==> config.mk <==
export PLATFORM = sky130hd
export DESIGN_NAME = button_press_ctrl
export DESIGN_NICKNAME = d
export VERILOG_FILES = /design/src/rtl/button_press_ctrl.sv
export SDC_FILE = /design/constraint.sdc
export NUM_CORES = 1
export LEC_CHECK = 0
export CAP_MARGIN = 20
export CORE_UTILIZATION = 62
export CTS_CLUSTER_DIAMETER = 200
export DETAILED_ROUTE_END_ITERATION = 6
export PLACE_DENSITY = 0.83
export SLEW_MARGIN = 10
export SYNTH_ARGS = -nofsm -noshare
export SYNTH_HDL_FRONTEND = slang
export SYNTH_SLANG_ARGS = --single-unit
==> constraint.sdc <==
create_clock -name clk -period 4.5 [get_ports clk]
set_input_delay 1.125 -clock clk [delete_from_list [all_inputs] [get_ports clk]]
set_output_delay 1.125 -clock clk [all_outputs]
set_load 0.02 [all_outputs]
==> src/rtl/button_press_ctrl.sv <==
// Push-button controller: 2-flop synchronizer, debounce, short/long press
// classification and auto-repeat, all outputs registered.
module button_press_ctrl #(
  parameter int unsigned DEBOUNCE_CYC = 4,
  parameter int unsigned LONG_CYC     = 16,
  parameter int unsigned REPEAT_CYC   = 8
) (
  input  logic clk,
  input  logic rst_n,
  input  logic btn,
  input  logic en,
  output logic pressed,
  output logic short_press,
  output logic long_press,
  output logic repeat_pulse
);

  localparam int unsigned MaxDl  = (DEBOUNCE_CYC > LONG_CYC) ? DEBOUNCE_CYC : LONG_CYC;
  localparam int unsigned MaxCyc = (MaxDl > REPEAT_CYC) ? MaxDl : REPEAT_CYC;
  // Counters only ever reach MaxCyc-1, so $clog2 bits suffice.
  localparam int unsigned CntW   = (MaxCyc > 1) ? $clog2(MaxCyc) : 1;

  localparam logic [CntW-1:0] DbLast   = CntW'(DEBOUNCE_CYC - 1);
  localparam logic [CntW-1:0] LongLast = CntW'(LONG_CYC - 1);
  localparam logic [CntW-1:0] RepLast  = CntW'(REPEAT_CYC - 1);
  localparam logic [CntW-1:0] CntZero  = '0;
  localparam logic [CntW-1:0] CntOne   = CntW'(1);

  typedef enum logic [2:0] {
    StIdle,
    StDbPress,
    StHeld,
    StLongHeld,
    StDbRelease
  } state_e;

  state_e          state_q, state_d;
  logic            ff1_q, ff1_d;
  logic            ff2_q, ff2_d;
  logic [CntW-1:0] cnt_q, cnt_d;
  logic [CntW-1:0] hold_cnt_q, hold_cnt_d;
  logic [CntW-1:0] rep_cnt_q, rep_cnt_d;
  logic            long_flag_q, long_flag_d;
  logic            pressed_q, pressed_d;
  logic            short_q, short_d;
  logic            long_q, long_d;
  logic            rep_pulse_q, rep_pulse_d;
  logic            btn_s;

  assign btn_s = ff2_q;

  always_comb begin
    ff1_d       = btn;
    ff2_d       = ff1_q;
    state_d     = state_q;
    cnt_d       = cnt_q;
    hold_cnt_d  = hold_cnt_q;
    rep_cnt_d   = rep_cnt_q;
    long_flag_d = long_flag_q;
    pressed_d   = pressed_q;
    short_d     = 1'b0;
    long_d      = 1'b0;
    rep_pulse_d = 1'b0;

    if (!en) begin
      state_d     = StIdle;
      cnt_d       = CntZero;
      hold_cnt_d  = CntZero;
      rep_cnt_d   = CntZero;
      long_flag_d = 1'b0;
      pressed_d   = 1'b0;
    end else begin
      unique case (state_q)
        StIdle: begin
          pressed_d = 1'b0;
          if (btn_s) begin
            state_d = StDbPress;
            cnt_d   = CntOne;
          end
        end

        StDbPress: begin
          if (!btn_s) begin
            state_d = StIdle;
            cnt_d   = CntZero;
          end else if (cnt_q == DbLast) begin
            state_d    = StHeld;
            pressed_d  = 1'b1;
            hold_cnt_d = CntZero;
            cnt_d      = CntZero;
          end else begin
            cnt_d = cnt_q + 1'b1;
          end
        end

        StHeld: begin
          if (!btn_s) begin
            state_d     = StDbRelease;
            cnt_d       = CntOne;
            long_flag_d = 1'b0;
          end else if (hold_cnt_q == LongLast) begin
            state_d   = StLongHeld;
            long_d    = 1'b1;
            rep_cnt_d = CntZero;
          end else begin
            hold_cnt_d = hold_cnt_q + 1'b1;
          end
        end

        StLongHeld: begin
          if (!btn_s) begin
            state_d     = StDbRelease;
            cnt_d       = CntOne;
            long_flag_d = 1'b1;
          end else if (rep_cnt_q == RepLast) begin
            rep_pulse_d = 1'b1;
            rep_cnt_d   = CntZero;
          end else begin
            rep_cnt_d = rep_cnt_q + 1'b1;
          end
        end

        StDbRelease: begin
          // Hold/repeat counts stay frozen so a bounce resumes where it left off.
          if (btn_s) begin
            state_d = long_flag_q ? StLongHeld : StHeld;
            cnt_d   = CntZero;
          end else if (cnt_q == DbLast) begin
            state_d     = StIdle;
            pressed_d   = 1'b0;
            short_d     = ~long_flag_q;
            cnt_d       = CntZero;
            hold_cnt_d  = CntZero;
            rep_cnt_d   = CntZero;
            long_flag_d = 1'b0;
          end else begin
            cnt_d = cnt_q + 1'b1;
          end
        end

        default: begin
          state_d   = StIdle;
          pressed_d = 1'b0;
        end
      endcase
    end
  end

  always_ff @(posedge clk) begin
    if (!rst_n) begin
      state_q     <= StIdle;
      ff1_q       <= 1'b0;
      ff2_q       <= 1'b0;
      cnt_q       <= CntZero;
      hold_cnt_q  <= CntZero;
      rep_cnt_q   <= CntZero;
      long_flag_q <= 1'b0;
      pressed_q   <= 1'b0;
      short_q     <= 1'b0;
      long_q      <= 1'b0;
      rep_pulse_q <= 1'b0;
    end else begin
      state_q     <= state_d;
      ff1_q       <= ff1_d;
      ff2_q       <= ff2_d;
      cnt_q       <= cnt_d;
      hold_cnt_q  <= hold_cnt_d;
      rep_cnt_q   <= rep_cnt_d;
      long_flag_q <= long_flag_d;
      pressed_q   <= pressed_d;
      short_q     <= short_d;
      long_q      <= long_d;
      rep_pulse_q <= rep_pulse_d;
    end
  end

  assign pressed      = pressed_q;
  assign short_press  = short_q;
  assign long_press   = long_q;
  assign repeat_pulse = rep_pulse_q;

endmodule
-- After elaboration in Yosys (flattened, before gate mapping)
Cells that the tools add are included.
- register bits: 22
- bits of input ports: 4
- output and inout port bits: 4
- logic and storage cells: 96
- $add $sub $neg: 3
- equality and inequality tests: 22
- mux-type cells: 39
- bitwise logic cells: 6
- reduce and logical (&&, ||, !) cells: 15
- operator list (operator ; number):
    2-to-1 mux 4 bit ; 16
    2-to-1 mux 3 bit ; 8
    inequality test 2 bit, second input constant ; 12
    one-hot mux 4 bit (3 select lines) ; 2
    AND reduction 5 bit ; 4
    one-hot mux 4 bit (4 select lines) ; 1
    one-hot mux 3 bit (5 select lines) ; 1
    adder 4 x 1 -> 4 bit, second input constant ; 3
    2-to-1 mux 1 bit ; 9
    inequality test 3 bit, second input constant ; 3
    AND reduction 4 bit ; 2
    == test 3 x 2 -> 1 bit, second input constant ; 2
    inverter 1 bit ; 6
    one-hot mux 1 bit (3 select lines) ; 2
    AND reduction 6 bit ; 1
    nonzero test 3 bit ; 2
    OR reduction 5 bit ; 1
    == test 4 x 2 -> 1 bit, second input constant ; 1
    == test 4 x 3 -> 1 bit, second input constant ; 1
    == test 4 bit, second input constant ; 1
    nonzero test 4 bit ; 1
    == test 3 x 1 -> 1 bit, second input constant ; 1
    == test 3 bit, second input constant ; 1
    logical NOT 3 bit ; 1
    other kinds (3) ; 3

-- Longest topological paths before layout
Gate-level depths: netlist (run 1).
- word-level depth: 4
- mapped depth: 6
- depth with buffers taken out: 5

-- Worst setup path after synthesis (run 1)
Ideal clock, no wire load.
- kind: input port to flip-flop
- from: input rst_n
- to: register cnt_q[3]
- setup time: 0.120 ns
- data arrival time: 1.828 ns
- data required time: 4.380 ns
- path slack: 2.552 ns
- stages: 4
- path buffers: 1
- cell sequence: nand2_1 -> clkbuf_1 -> a21oi_1 -> a211o_1
- longest elaborated chain between the ends: 1
- ends and longest elaborated chain (what ; line ; source):
    from (decl) ; 9 ; input logic rst_n,
    AND reduction 2 bit (no line) ; - ;
    to (signal assigned) ; 154 ; cnt_q <= CntZero;
    to (signal assigned) ; 166 ; cnt_q <= cnt_d;
    to (decl) ; 40 ; logic [CntW-1:0] cnt_q, cnt_d;
No other way between the ends.
A chain may end at the register's enable or synchronous reset.

-- Worst setup path in the final report (run 1)
Ends and elaborated chain as after synthesis.

==> summary.md, run 1 <==
| Metric | Value |
|---|---|
| Core Region | approximately 1900 µm² |
| Area grow syn2layout | 7.35% |
| WP data arrival | between 2000 and 3000 ps |
| Max IR drop VDD | about 0.00018 V |
| Post-synthesis sequential area ratio | between 30% and 40% |
| Via-to-Cell Ratio | 6.20 |
| Initial antenna violation count | 0 |
| Pre-CTS WS | 1780 ps |
| Post-route cell area | between 1000 and 1500 µm² |
| CTS Buf Count | 3 |
| GRT Overall Usage | between 20 and 30% |
| First-pass GRT wire length | approximately 4200 µm |
| CP max stage cell | clkdlybuf4s50_1 |
| Main flop type after synthesis | dfxtp_1 |
| Die H | approximately 47 µm |
| # Max-Cap Violations | 0 |
| Syn_nets | approximately 160 |
| Clock Latency Late Sink | 310 ps |
| Final Cycle Share | 53.8% |
| Setup Fix Bufs, Post-CTS | 0 |
| Final worst setup slack | 2080 ps |
| Max incr delay on CP | roughly 520 ps |
| Ys async rst share | 0% |
| Vias in the first global route | 982 |
| DRC errors left | 0 |
| Non-Filler Instances | between 150 and 200 |
| Slew @ Worst Pin | about 630 ps |
| Tmin final | about 2400 ps |
| DIE AREA | around 2200 µm² |
| Cell Area, Synth | around 1300 µm² |
| Worst Setup Path Type | input pin to flop |
| Row count | 16 |
| Nets@finish | about 170 |
| Final wirelength | ~2600 µm |
| Netlist cell types | between 50 and 60 |
| Via count | 1140 |
| Hold Vio Cnt, Final | 0 |
| Antenna viol nets, final | 0 |
| Max Slew Vio Count | 0 |
| CTS sink cnt | 22 |
| CTS H-tree lvls | 1 |
| TNS Setup | 0 ps |
| CP startpoint kind | input pin |
| GRT overflow | 0 |
| Largest net degree at the start of global routing | 22 |
| Port Buffer Count | 7 |
| P per Cell Area | 239 nW/µm² |
| Worst Path Required | approximately 4800 ps |
| Max frequency | 0.413 GHz |
| Avg WL per Cell | about 14 µm |
| LEAKAGE | 0.495 nW |
| Fraction of layout cells with a size suffix above 1 | under 10% |
| Clock transition at the registers of the reported paths | 120 ps |
| Clock root buffer | clkbuf_4 |
| Max Root-Sink Buffers | 2 |
| TritonRoute pass-1 iters | 4 |
| Cells along the critical path | clkdlybuf4s50_1 > nand2_1 > a2111o_1 > nor3_2 > a211o_1 |
| Width of the die | approximately 47 µm |
| Placed insts | 180 |
| Most common cell after layout, fill and taps aside | dfxtp_1 |
| Syn Inst Count | about 160 |
| Worst slew margin | between 50% and 60% |
| #FFs+latches synth | 22 |
| Ys Warns | 0 |
| Placed Area | approximately 1300 µm² |
| Fill cells | around 170 |
| Placer Congestion | a little over 0.8 |
| Syn avg cell area | 8.19 µm² |
| Post-CTS Resized | 0 |
| Number of synthesized flops with an enable pin | 0 |
| DRT iter0 DRCs | 46 |
| # hold bufs at CTS | 0 |
| Clock Skew | approximately 2.8 ps |
| Worst min path class | flop to flop |
| CP endpoint kind | flop |
| CTS tree | yes |
| RSZ-0062 raised after global routing | false |
| Detail Placement HPWL | around 1800 µm |
| Most frequent cells in the layout | dfxtp_1 (22), nand2_1 (17), nor2_1 (11), nand3_1 (8), clkdlybuf4s50_1 (7) |
| ANT cells | 0 |
| Top Ports | 8 |
| Endpoints failing setup | 0 |
| Critical path fanouts, max | 12 |
| Initial core utilization | about 66% |
| Status | complete, no violations |
| Overall power | between 0.0003 and 0.0004 W |
[critical path: cells and delay by family]
family | cells | cell delay, ps
and+or+nand+nor | 2 | 450
buffers and inverters | 1 | 520
AOI/OAI and AO/OA | 2 | 590
[metal layers]
| metal | track usage (%) | vias up | wire, µm |
|---|---|---|---|
| met5 | 0 | - | 0 |
| met4 | 8.57 | 0 | 35 |
| met3 | 3.46 | 5 | 136 |
| met2 | 40.8 | 34 | 1210 |
| met1 | 36.3 | 522 | 1180 |
| li1 | - | 579 | - |
[per-stage QoR]
| stage | util, % | hold slack (ps) |
|---|---|---|
| floorplan | - | 412 |
| global placement | 68.8 | 424 |
| detailed placement | 68.8 | 433 |
| CTS | 70.6 | 459 |
| global route | 70.6 | 485 |
| finish | 70.6 | 451 |
[kinds of logic (layout without fill, tap and decap cells)]
family | count (synthesis) | after routing | share of synthesized area, %
simple gates | 75 | 75 | 33.1
compound gates | 38 | 38 | 22.0
buf+inv | 15 | 16 | 5.09
fa+ha+maj | 3 | 3 | 2.94
flops | 22 | 22 | 34.5
mux | 3 | 3 | 2.35
[power by group]
group	leakage, nW	internal, W	total, W	switching [W]
sequential	0.178	0.000196	0.000201	0.00000497
clock	0.0210	0.0000494	0.000109	0.0000592
combinational	0.296	0.00000846	0.0000182	0.00000972
total	0.495	0.000254	0.000328	0.0000739
[final cells by class]
cell class,instances,area (µm²),share of cell area [%]
flip-flops and latches,22,440,32.1
inverters,5,18.8,1.37
clock buffers,4,36.3,2.65
multi-input cells,119,772,56.3
well taps,27,33.8,2.46
repair buffers,7,70.1,5.11
[synth_stat cells (4+ instances only)]
cell      count  area (µm²)
nand2_1      17        63.8
nor3_1        4        20.0
inv_1         5        18.8
nand2b_1      4        25.0
clkbuf_1      5        18.8
o211ai_1      4        30.0
dfxtp_1      22         440
buf_2         4        20.0
a21oi_1       5        25.0
nand3_1       8        40.0
o21ai_0       5        25.0
nor2_1       11        41.3
[worst paths after layout]
path / from / endpoint / slack, ps / cells after the start
worst max-delay path: rst_n / cnt_q[3] / 2080 / 5
worst min-delay path: ff1_q / btn_s / 450 / 1
worst max register to register: state_q[2] / hold_cnt_q[1] / 2500 / 4
worst min register to register: ff1_q / btn_s / 450 / 1
[flip-flops by register name, indices dropped and copies added (netlist names)]
| register | cells |
|---|---|
| long_press | 1 |
| short_press | 1 |
| long_flag_q | 1 |
| cnt_q | 4 |
| ff1_q | 1 |
| pressed | 1 |
| repeat_pulse | 1 |
| hold_cnt_q | 4 |
| rep_cnt_q | 4 |
| btn_s | 1 |
| state_q | 3 |
(Power assumes the default switching activity.)
==> inputs of run 2 (changes only) <==
Settings changed: CORE_UTILIZATION 62 to 57, PLACE_DENSITY 0.83 to 0.77.
Clock period 4.5 ns to 2.4 ns, I/O delays scaled along.
==> run 2 against run 1 <==
Compared with the run above: cell count rose by 1.6%; hold slack improved by 6.4 ps; cell area rose by 1.2%; register-to-register slack got worse by 2000 ps; clock power rose by 51%; critical path depth did not move; critical path type is now flop to flop; clock-buffer cell count fell by 1; core utilization fell by 2.7 points; critical endpoint is now state_q[0]; first-iteration DRC count fell by 46%.
==> summary.md, run 2 (same netlist as run 1, synthesis figures left out) <==
| Metric | Value |
|---|---|
| Status | complete, no violations |
| Vias in the first global route | about 1100 |
| CP startpoint kind | flop |
| Tmin final | 1900 ps |
| Setup Fix Bufs, Post-CTS | 0 |
| Placer Congestion | slightly above 0.9 |
| Final wirelength | approximately 2700 µm |
| Endpoints failing setup | 0 |
| Worst Setup Path Type | flop to flop |
| Via-to-Cell Ratio | 6.32 |
| Hold Vio Cnt, Final | 0 |
| Fraction of layout cells with a size suffix above 1 | 9.38% |
| LEAKAGE | 0.508 nW |
| RSZ-0062 raised after global routing | false |
| P per Cell Area | about 420 nW/µm² |
| Detail Placement HPWL | between 1500 and 2000 µm |
| Initial antenna violation count | 0 |
| Crit. Startpoint | cnt_q[0] |
| Avg WL per Cell | 14.4 µm |
| Antenna viol nets, final | 0 |
| Core Region | a little over 2000 µm² |
| Worst slew margin | 57.3% |
| Max frequency | around 0.53 GHz |
| First-pass GRT wire length | between 4000 and 5000 µm |
| Most frequent cells in the layout | dfxtp_1 (22), nand2_1 (17), nor2_1 (11), nand3_1 (8), clkdlybuf4s50_1 (7) |
| Most common cell after layout, fill and taps aside | dfxtp_1 |
| Placed Area | between 1000 and 1500 µm² |
| Worst Path Required | 2650 ps |
| GRT Overall Usage | roughly a quarter |
| ANT cells | 0 |
| Worst min path class | flop to flop |
| Clock Skew | about 5.6 ps |
| CTS sink cnt | 22 |
| Launching point of the worst reg2reg path | cnt_q[0] |
| Top flop regs | cnt_q (4), hold_cnt_q (4), rep_cnt_q (4) |
| # Max-Cap Violations | 0 |
| Clock transition at the registers of the reported paths | 120 ps |
| Post-CTS Resized | 0 |
| DRT iter0 DRCs | 25 |
| CTS H-tree lvls | 1 |
| R2R depth | 5 |
| Slew @ Worst Pin | 639 ps |
| Hold path start | ff1_q |
| Area grow syn2layout | 8.62% |
| Top Ports | 8 |
| Clock root buffer | clkbuf_4 |
| Max Root-Sink Buffers | 2 |
| Non-Filler Instances | about 190 |
| DRC errors left | 0 |
| Post-route cell area | 1390 µm² |
| CTS tree | yes |
| Critical path fanouts, max | 9 |
| TNS Setup | 0 ps |
| WP data arrival | 2150 ps |
| Die H | approximately 50 µm |
| Initial core utilization | 62.6% |
| Via count | roughly 1200 |
| Clock Latency Late Sink | roughly 300 ps |
| Width of the die | between 40 and 50 µm |
| TritonRoute pass-1 iters | 4 |
| Largest net degree at the start of global routing | 22 |
| Max Slew Vio Count | 0 |
| CTS Buf Count | 3 |
| Port Buffer Count | 7 |
| DIE AREA | approximately 2400 µm² |
| Hold Path Depth | 1 |
| Nets@finish | roughly 170 |
| Placed insts | ~180 |
| GRT overflow | 0 |
| Final Cycle Share | 79.3% |
| Max IR drop VDD | approximately 0.00038 V |
| # hold bufs at CTS | 0 |
| Row count | 16 |
| Fill cells | between 150 and 200 |
| CP endpoint kind | flop |
-- run 2: changes by cell type in the layout (fill, tap and decap cells not counted), sizes merged --
cell / before / now
buf: 0 / 4
clkbuf: 4 / 3
-- run 2: worst max-delay path: stages (launching register included) --
cell      delay [ps]
dfxtp_1          450
ha_1             220
nor3b_2          550
a211oi_1         160
nor3_1           260
a41o_1           210
-- run 2: final cells by class --
cell class / instances / area [µm²] / share of cell area (%)
repair buffers: 11 / 100 / 7.21
clock buffers: 3 / 22.5 / 1.62
multi-input cells: 119 / 772 / 55.6
well taps: 27 / 33.8 / 2.43
flip-flops and latches: 22 / 440 / 31.7
inverters: 5 / 18.8 / 1.35
-- run 2: through the flow --
stage	power (W)	worst slack, ps	util (%)	hold WS, ps
5_1_grt	0.000604	329	68.0	477
3_5_place_dp	0.000422	318	66.9	434
6_report	0.000580	496	68.0	458
3_3_place_gp	0.000421	426	66.9	419
4_1_cts	0.000584	481	68.0	462
2_1_floorplan	0.000409	689	-	412
-- run 2: report_power, final --
group / internal [W] / total (W) / switching [W]
clock network: 0.0000585 / 0.000165 / 0.000107
logic: 0.0000183 / 0.0000392 / 0.0000210
registers: 0.000368 / 0.000375 / 0.00000700
total: 0.000445 / 0.000580 / 0.000135
-- run 2: layer usage --
| metal | wire length [µm] | track usage [%] |
|---|---|---|
| met1 | 1300 | 34.1 |
| met2 | 1270 | 38.8 |
| met3 | 95 | 4.98 |
| met4 | 39 | 10.3 |
| met5 | 0 | 0 |
-- run 2: worst paths after layout --
| path | endpoint | slack, ps |
|---|---|---|
| max | state_q[0] | 500 |
| min reg2reg | btn_s | 460 |
| min | btn_s | 460 |
| max reg2reg | state_q[0] | 500 |
==> inputs of run 3 (changes only) <==
Settings changed: CORE_UTILIZATION 57 to 52, PLACE_DENSITY 0.77 to 0.74.
Clock period 2.4 ns to 1.7 ns, I/O delays scaled along.
==> run 3 against run 2 <==
Compared with the run above: the run now ends with setup timing left; largest cell class unchanged; fmax rose by 12%; cell count up 9.1%; flip-flop and latch count unchanged; critical path type unchanged; wire length increased by 24%; clock-buffer cell count unchanged; cell area up 13%.
==> summary.md, run 3 (same netlist as run 1, synthesis figures left out) <==
| Metric | Value |
|---|---|
| Status | finished with violations |
| Failing checks | setup timing |
| LEAKAGE | around 0.61 nW |
| Area grow syn2layout | 23.0% |
| Critical path fanouts, max | 4 |
| First-pass GRT wire length | 5210 µm |
| Slew @ Worst Pin | 455 ps |
| Hold Vio Cnt, Final | 0 |
| Largest net degree at the start of global routing | 14 |
| DIE AREA | 2660 µm² |
| Width of the die | just over 50 µm |
| Antenna viol nets, final | 0 |
| CP startpoint kind | flop |
| DRT iter0 DRCs | between 60 and 70 |
| Core Region | ~2300 µm² |
| Final wirelength | around 3300 µm |
| ANT cells | 0 |
| Max Slew Vio Count | 0 |
| Placed insts | 200 |
| # Max-Cap Violations | 0 |
| Area of the multi-input gates | approximately 830 µm² |
| Max IR drop VDD | around 0.00037 V |
| GRT Overall Usage | between 20% and 30% |
| Max Root-Sink Buffers | 2 |
| Die H | roughly 52 µm |
| TNS Setup | -5.38 ps |
| Placer Congestion | approximately 0.89 |
| CTS Buf Count | 3 |
| Worst Setup Path Type | flop to flop |
| Initial antenna violation count | 0 |
| Int Power | approximately 0.00064 W |
| Final worst setup slack | -5.38 ps |
| Most common cell after layout, fill and taps aside | buf_4 |
| Row count | 17 |
| P per Cell Area | 534 nW/µm² |
| Detail Placement HPWL | approximately 2400 µm |
| Avg WL per Cell | approximately 16 µm |
| Register share of total power | roughly 63% |
| Clock transition at the registers of the reported paths | roughly 120 ps |
| Worst slew margin | slightly below 70% |
| CTS sink cnt | 22 |
| Top Ports | 8 |
| FF/Latch Area | 445 µm² |
| Clock share of power | 28.1% |
| Post-route cell area | between 1500 and 2000 µm² |
| Fill cells | 190 |
| WP data arrival | between 1500 and 2000 ps |
| Max frequency | approximately 0.6 GHz |
| TritonRoute pass-1 iters | 4 |
| Port Buffer Count | 7 |
| CTS tree | yes |
| Fraction of layout cells with a size suffix above 1 | a little under a quarter |
| GRT overflow | 0 |
| Vias in the first global route | 1143 |
| Clock Skew | about 9 ps |
| Tmin final | around 1700 ps |
| Clock Latency Late Sink | roughly 310 ps |
| Via-to-Cell Ratio | 6.31 |
| Most frequent cells in the layout | buf_4 (20), dfxtp_1 (18), nand2_1 (16), nor2_1 (11), nand3_1 (7) |
| DRC errors left | 0 |
| Clock root buffer | clkbuf_4 |
| RSZ-0062 raised after global routing | true |
| # hold bufs at CTS | 0 |
| Top flop regs | cnt_q (4), hold_cnt_q (4), rep_cnt_q (4) |
| Nets@finish | roughly 190 |
| Net Sw Power | between 0.00015 and 0.0002 W |
| Worst Path Required | 1880 ps |
| Switching Fraction | a little under a quarter |
| Fin Hold WS | 494 ps |
| Initial core utilization | a little under three fifths |
| Final Cycle Share | 100% |
| Placed Area | approximately 1500 µm² |
| Endpoints failing setup | 1 |
| Non-Filler Instances | between 200 and 250 |
| Comb power frac | under 10% |
| CP endpoint kind | flop |
| Worst min path class | flop to flop |
| CTS H-tree lvls | 1 |
| Via count | 1287 |
-- run 3: cell types whose count changed in the layout (fill, tap and decap cells not counted), moves of 2 or more --
cell	before	now
ha_1	3	1
dfxtp_1	22	18
buf_4	4	20
dfxtp_2	0	4
-- run 3: power groups by stage --
stage	Sequential (W)	Combinational [W]	Clock, W
floorplan	0.000534	0.0000435	0
global placement	0.000538	0.0000690	0
detailed placement	0.000538	0.0000715	0
CTS	0.000527	0.0000723	0.000240
global route	0.000529	0.0000822	0.000264
finish	0.000528	0.0000755	0.000235
-- run 3: stage by stage --
stage,utilization [%],worst slack [ps],power (W)
2_1_floorplan,-,44.4,0.000577
3_3_place_gp,65.6,-76.3,0.000607
3_5_place_dp,65.6,-137,0.000610
4_1_cts,67.1,-5.42,0.000839
5_1_grt,69.7,-45.2,0.000875
6_report,69.7,-5.38,0.000839
-- run 3: worst max-delay path, stage by stage, from the launching register on --
cell       delay [ps]
dfxtp_2           380
ha_4              150
or3b_4            390
buf_4             140
nor2_1            140
nor2_1             70
a2111oi_1         320
-- run 3: per-layer routing --
metal / up-vias / GRT usage (%) / part of all wire (%)
met5: - / 0 / 0
met4: 0 / 11.7 / 2.4
met3: 11 / 2.92 / 4.0
met2: 50 / 44.8 / 50
met1: 603 / 33.3 / 43
li1: 623 / - / -
-- run 3: timing repair --
item	4_1_cts	5_1_grt
endpoints found under the hold margin	0	0
setup endpoints to repair	5	11
buffers inserted	0	1
pin swaps	0	1
resized for setup	4	11
-- run 3: cell type report --
class                   count  area share [%]
well taps                  28            2.23
inverters                   5            1.19
clock buffers               3            1.43
repair buffers             27            14.2
flip-flops and latches     22            28.3
multi-input cells         119            52.6
-- run 3: worst paths after layout --
path                start      endpoint  slack, ps  cells after the start
min          rep_cnt_q[1]  rep_cnt_q[1]        490                      2
min reg2reg  rep_cnt_q[1]  rep_cnt_q[1]        490                      2
max              cnt_q[0]    state_q[2]         -5                      6
max reg2reg      cnt_q[0]    state_q[2]         -5                      6
==> edit 1, RTL diff (settings of run 2) <==
Re-encode `state_e` (5 states) as Gray code, 3 bits wide.
--- a/src/rtl/button_press_ctrl.sv
+++ b/src/rtl/button_press_ctrl.sv
@@ -29,7 +29,7 @@
   typedef enum logic [2:0] {
-    StIdle,
-    StDbPress,
-    StHeld,
-    StLongHeld,
-    StDbRelease
+    StIdle      = 3'b000,
+    StDbPress   = 3'b001,
+    StHeld      = 3'b011,
+    StLongHeld  = 3'b010,
+    StDbRelease = 3'b110
   } state_e;
Function: same outputs for any inputs over 10 cycles, from zero or initial values and one cycle with rst_n low; not proved beyond that.
==> edit 1 against run 2 <==
  * Final area down 2.3%
  * Synthesized area down 3.0%
  * Power increased by 5.6%
  * Setup slack worse by 0.060 ns
  * Die area shrank 2.9%
  * Routed wire length increased by 3.2%
  * Sequential cell count unchanged
  * Critical path depth down 1
  * Critical endpoint is now rep_cnt_q[2]
  * Highest routed layer unchanged
==> edit 1: results (changes against run 2) <==
Detailed routing
  – DRT iter0 DRCs: 53 (+110%)
  – Vias per Instance: 6.53 (+3.2%)
  – Detailed-route wire length: 2780 um (+3.2%)
  – Vias after detailed routing: 1168 (-1.2%)

STA
  – Slew headroom: 55.9% (-1.4 points)
  – Final Skew: 0.00937 ns (+0.00373 ns)

Clock tree
  – Clock Pin Slew Worst Setup and Hold Paths: 0.13 ns
  – Total CTS buffers: 3 (unchanged)

GRT
  – Largest net degree at the start of global routing: 21 (-4.5%)
  – GRT Resource Usage Total: 26.4% (+1.2 points)
  – Initial antenna violation count: 0 (unchanged)
  – First-pass GRT wire length: 4920 um (+2.1%)
  – Vias in the first global route: 1087 (-0.55%)

Setup path
  – Worst-path fanout max: 20 (+11)
  – R2r startpoint: state_q[1]
  – Worst path arrival time: 2.18 ns (+0.03 ns)

Yosys
  – Area contributors post-synth: dfxtp_1, a21oi_1, nand3_1
  – Syn Nets: 154 (-5.5%)
  – Ys async rst share: 0% (unchanged)
  – Syn_area_per_cell: 8.43 sq um (+2.9%)
  – Netlist cell types: 46 (-9.8%)
  – Commonest cells post-synth: dfxtp_1, nand2_1, a21oi_1
  – Seq/Total Area, Yosys: 35.6% (+1.1 points)

Cells and area
  – Layout cells sized above 1: 7.24% (-2.1 points)
  – Filler cells: 177 (-8.8%)
  – Layout Nets: 160 (-5.3%)

Worst hold path
  – Min-delay src: ff1_q

Power
  – Worst vdd ir: 0.371 mV (-3.0%)
  – Leakage dissipation: 0.000467 uW (-8.2%)
  – Total net switching power: 136 uW (+0.94%)

Place
  – Detailed placement HPWL: 1990 um (-0.14%)
  – Post-placement setup slack: 0.470 ns (+0.152 ns)
  – Final GP Congestion: 0.842 (-9.1%)
  – Post-Place Cells: 175 (-4.9%)

Outcome
  – Status: complete, no violations
[edit 1: area by class of cell]
type | instances | area (sq um) | share of cell area, %
multi-input combinational | 113 | 742 | 54.7
clock buffer | 4 | 36.3 | 2.68
tap | 27 | 33.8 | 2.49
timing repair buffer | 10 | 92.6 | 6.83
inverter | 3 | 11.3 | 0.830
sequential | 22 | 440 | 32.5
[edit 1: metrics by stage]
step | instance area, sq um | hold WS, ns
floorplan | 1240 | 0.412
global placement | 1320 | 0.429
detailed placement | 1320 | 0.428
CTS | 1360 | 0.458
global route | 1360 | 0.475
finish | 1360 | 0.451
[edit 1: cell families (layout without fill, tap and decap cells)]
logic type	after synthesis	count (layout)	share of synthesized area, %
buffers and inverters	12	17	4.55
adders and majority gates	3	3	3.03
and+or+nand+nor	71	71	34.2
muxes	3	3	2.53
AOI/OAI and AO/OA	36	36	20.1
DFF	22	22	35.6
[edit 1: worst max-delay path: stages (launching register included)]
cell and delay, ns:
dfxtp_1 0.77, nor3b_1 0.45, and2_1 0.30, a21oi_1 0.09, a311oi_1 0.26
[edit 1: worst paths after layout]
path / cells past startpoint / slack (ns) / to
hold reg to reg: 1 / 0.45 / btn_s
setup reg to reg: 4 / 0.44 / rep_cnt_q[2]
hold / removal: 1 / 0.45 / btn_s
setup / recovery: 4 / 0.44 / rep_cnt_q[2]
[edit 1: per-layer routing]
metal	global-route usage [%]	vias up	routed length, um
met5	0	-	0
met3	5.35	8	193
met2	39.8	51	1280
li1	-	566	-
met4	12.7	0	48
met1	35.8	543	1260
[edit 1: power groups by stage]
stage          logic [uW]  registers, uW  clock network (uW)
6_report             33.7            373                 206
5_1_grt              37.5            373                 219
4_1_cts              33.3            372                 207
3_3_place_gp         32.2            381                   0
2_1_floorplan        24.5            377                   0
3_5_place_dp         33.1            381                   0
==> edit 2, RTL diff (config.mk and constraints of run 2) <==
Without the edit above. Change the parameter `REPEAT_CYC` from 8 to 16.
--- a/src/rtl/button_press_ctrl.sv
+++ b/src/rtl/button_press_ctrl.sv
@@ -5,3 +5,3 @@
   parameter int unsigned LONG_CYC     = 16,
-  parameter int unsigned REPEAT_CYC   = 8
+  parameter int unsigned REPEAT_CYC   = 16
 ) (
Behaviour: same outputs for any inputs over 10 cycles, from zero or initial values and one cycle with rst_n low; that may be too few to reach the edited logic, so the function may still have changed.
==> edit 2 against run 2 <==
  * Count of clock-buffer cells in the layout up 1
  * Largest power group unchanged
  * Highest routed layer unchanged
  * Final area up 2.1%
  * Sequential cell count unchanged
  * Setup slack better by 0.017 ns
  * Routed wire length down 1.0%
  * Power up 7.0%
  * First-iteration DRC count up 84%
  * Synthesized area up 2.4%
==> edit 2: results (changes against run 2) <==
Setup path
  – Worst Setup SP: rst_n
  – Worst setup path endpoint: hold_cnt_q[1]
  – Reg2reg setup slack: 0.63 ns (+0.13 ns)
  – Worst-path fanout max: 8 (-1)
  – R2r startpoint: btn_s
  – CP max stage cell: nor4b_1

Outcome
  – Status: complete, no violations

GRT
  – First-pass GRT wire length: 4900 um (+1.7%)
  – Largest net degree at the start of global routing: 25 (+14%)
  – GRT Resource Usage Total: 25.1% (-0.052 points)
  – Vias in the first global route: 1144 (+4.7%)

Yosys
  – Seq/Total Area, Yosys: 33.7% (-0.79 points)
  – Commonest cells post-synth: dfxtp_1, nand2_1, nand3_1, o21ai_0, a21oi_1
  – Area contributors post-synth: dfxtp_1, nand3_1, o21ai_0
  – Syn_area_per_cell: 8.38 sq um (+2.4%)

STA
  – Fmax achieved: 530 MHz (+0.88%)
  – Final Skew: 0.00219 ns (-0.00345 ns)
  – Hold_ws: 0.449 ns (-0.00876 ns)

Power
  – Logic pwr share: 5.6% (-1.2 points)
  – P_int: 478 uW (+7.5%)
  – Flop pwr share: 60.5% (-4.2 points)
  – Pwr Density: 438 nW/um^2 (+4.8%)

Place
  – Placed inst area: 1380 sq um (+1.1%)
  – Final GP Congestion: 0.810 (-13%)
  – Post-placement setup slack: 0.207 ns (-0.111 ns)
  – Detailed placement HPWL: 1940 um (-2.5%)

Detailed routing
  – Vias after detailed routing: 1171 (-0.93%)
  – Vias per Instance: 6.23 (-1.5%)

Cells and area
  – Filler cells: 157 (-19%)
  – Layout cells sized above 1: 12.4% (+3.0 points)
edit 2: cell families (layout without fill, tap and decap cells):
family                     Yosys count  after routing  share of synthesized area (%)
AOI/OAI and AO/OA                   45             45                           24.2
adders and majority gates            3              3                           2.87
buffers and inverters               14             19                           6.12
DFF                                 22             22                           33.7
muxes                                3              3                           2.39
and+or+nand+nor                     69             69                           30.7
edit 2: per-layer routing:
layer	track usage (%)	vias to the layer above	part of all wire, %
met5	0	-	0
met4	6.19	0	0.45
met3	3.70	2	3.8
met2	39.4	26	46
met1	35.8	550	49
li1	-	593	-
edit 2: cell type report:
| type | count | share of cell area, % |
|---|---|---|
| clock buffer | 4 | 2.56 |
| timing repair buffer | 12 | 7.60 |
| inverter | 3 | 0.795 |
| multi-input combinational | 120 | 55.6 |
| sequential | 22 | 31.1 |
| tap | 27 | 2.39 |
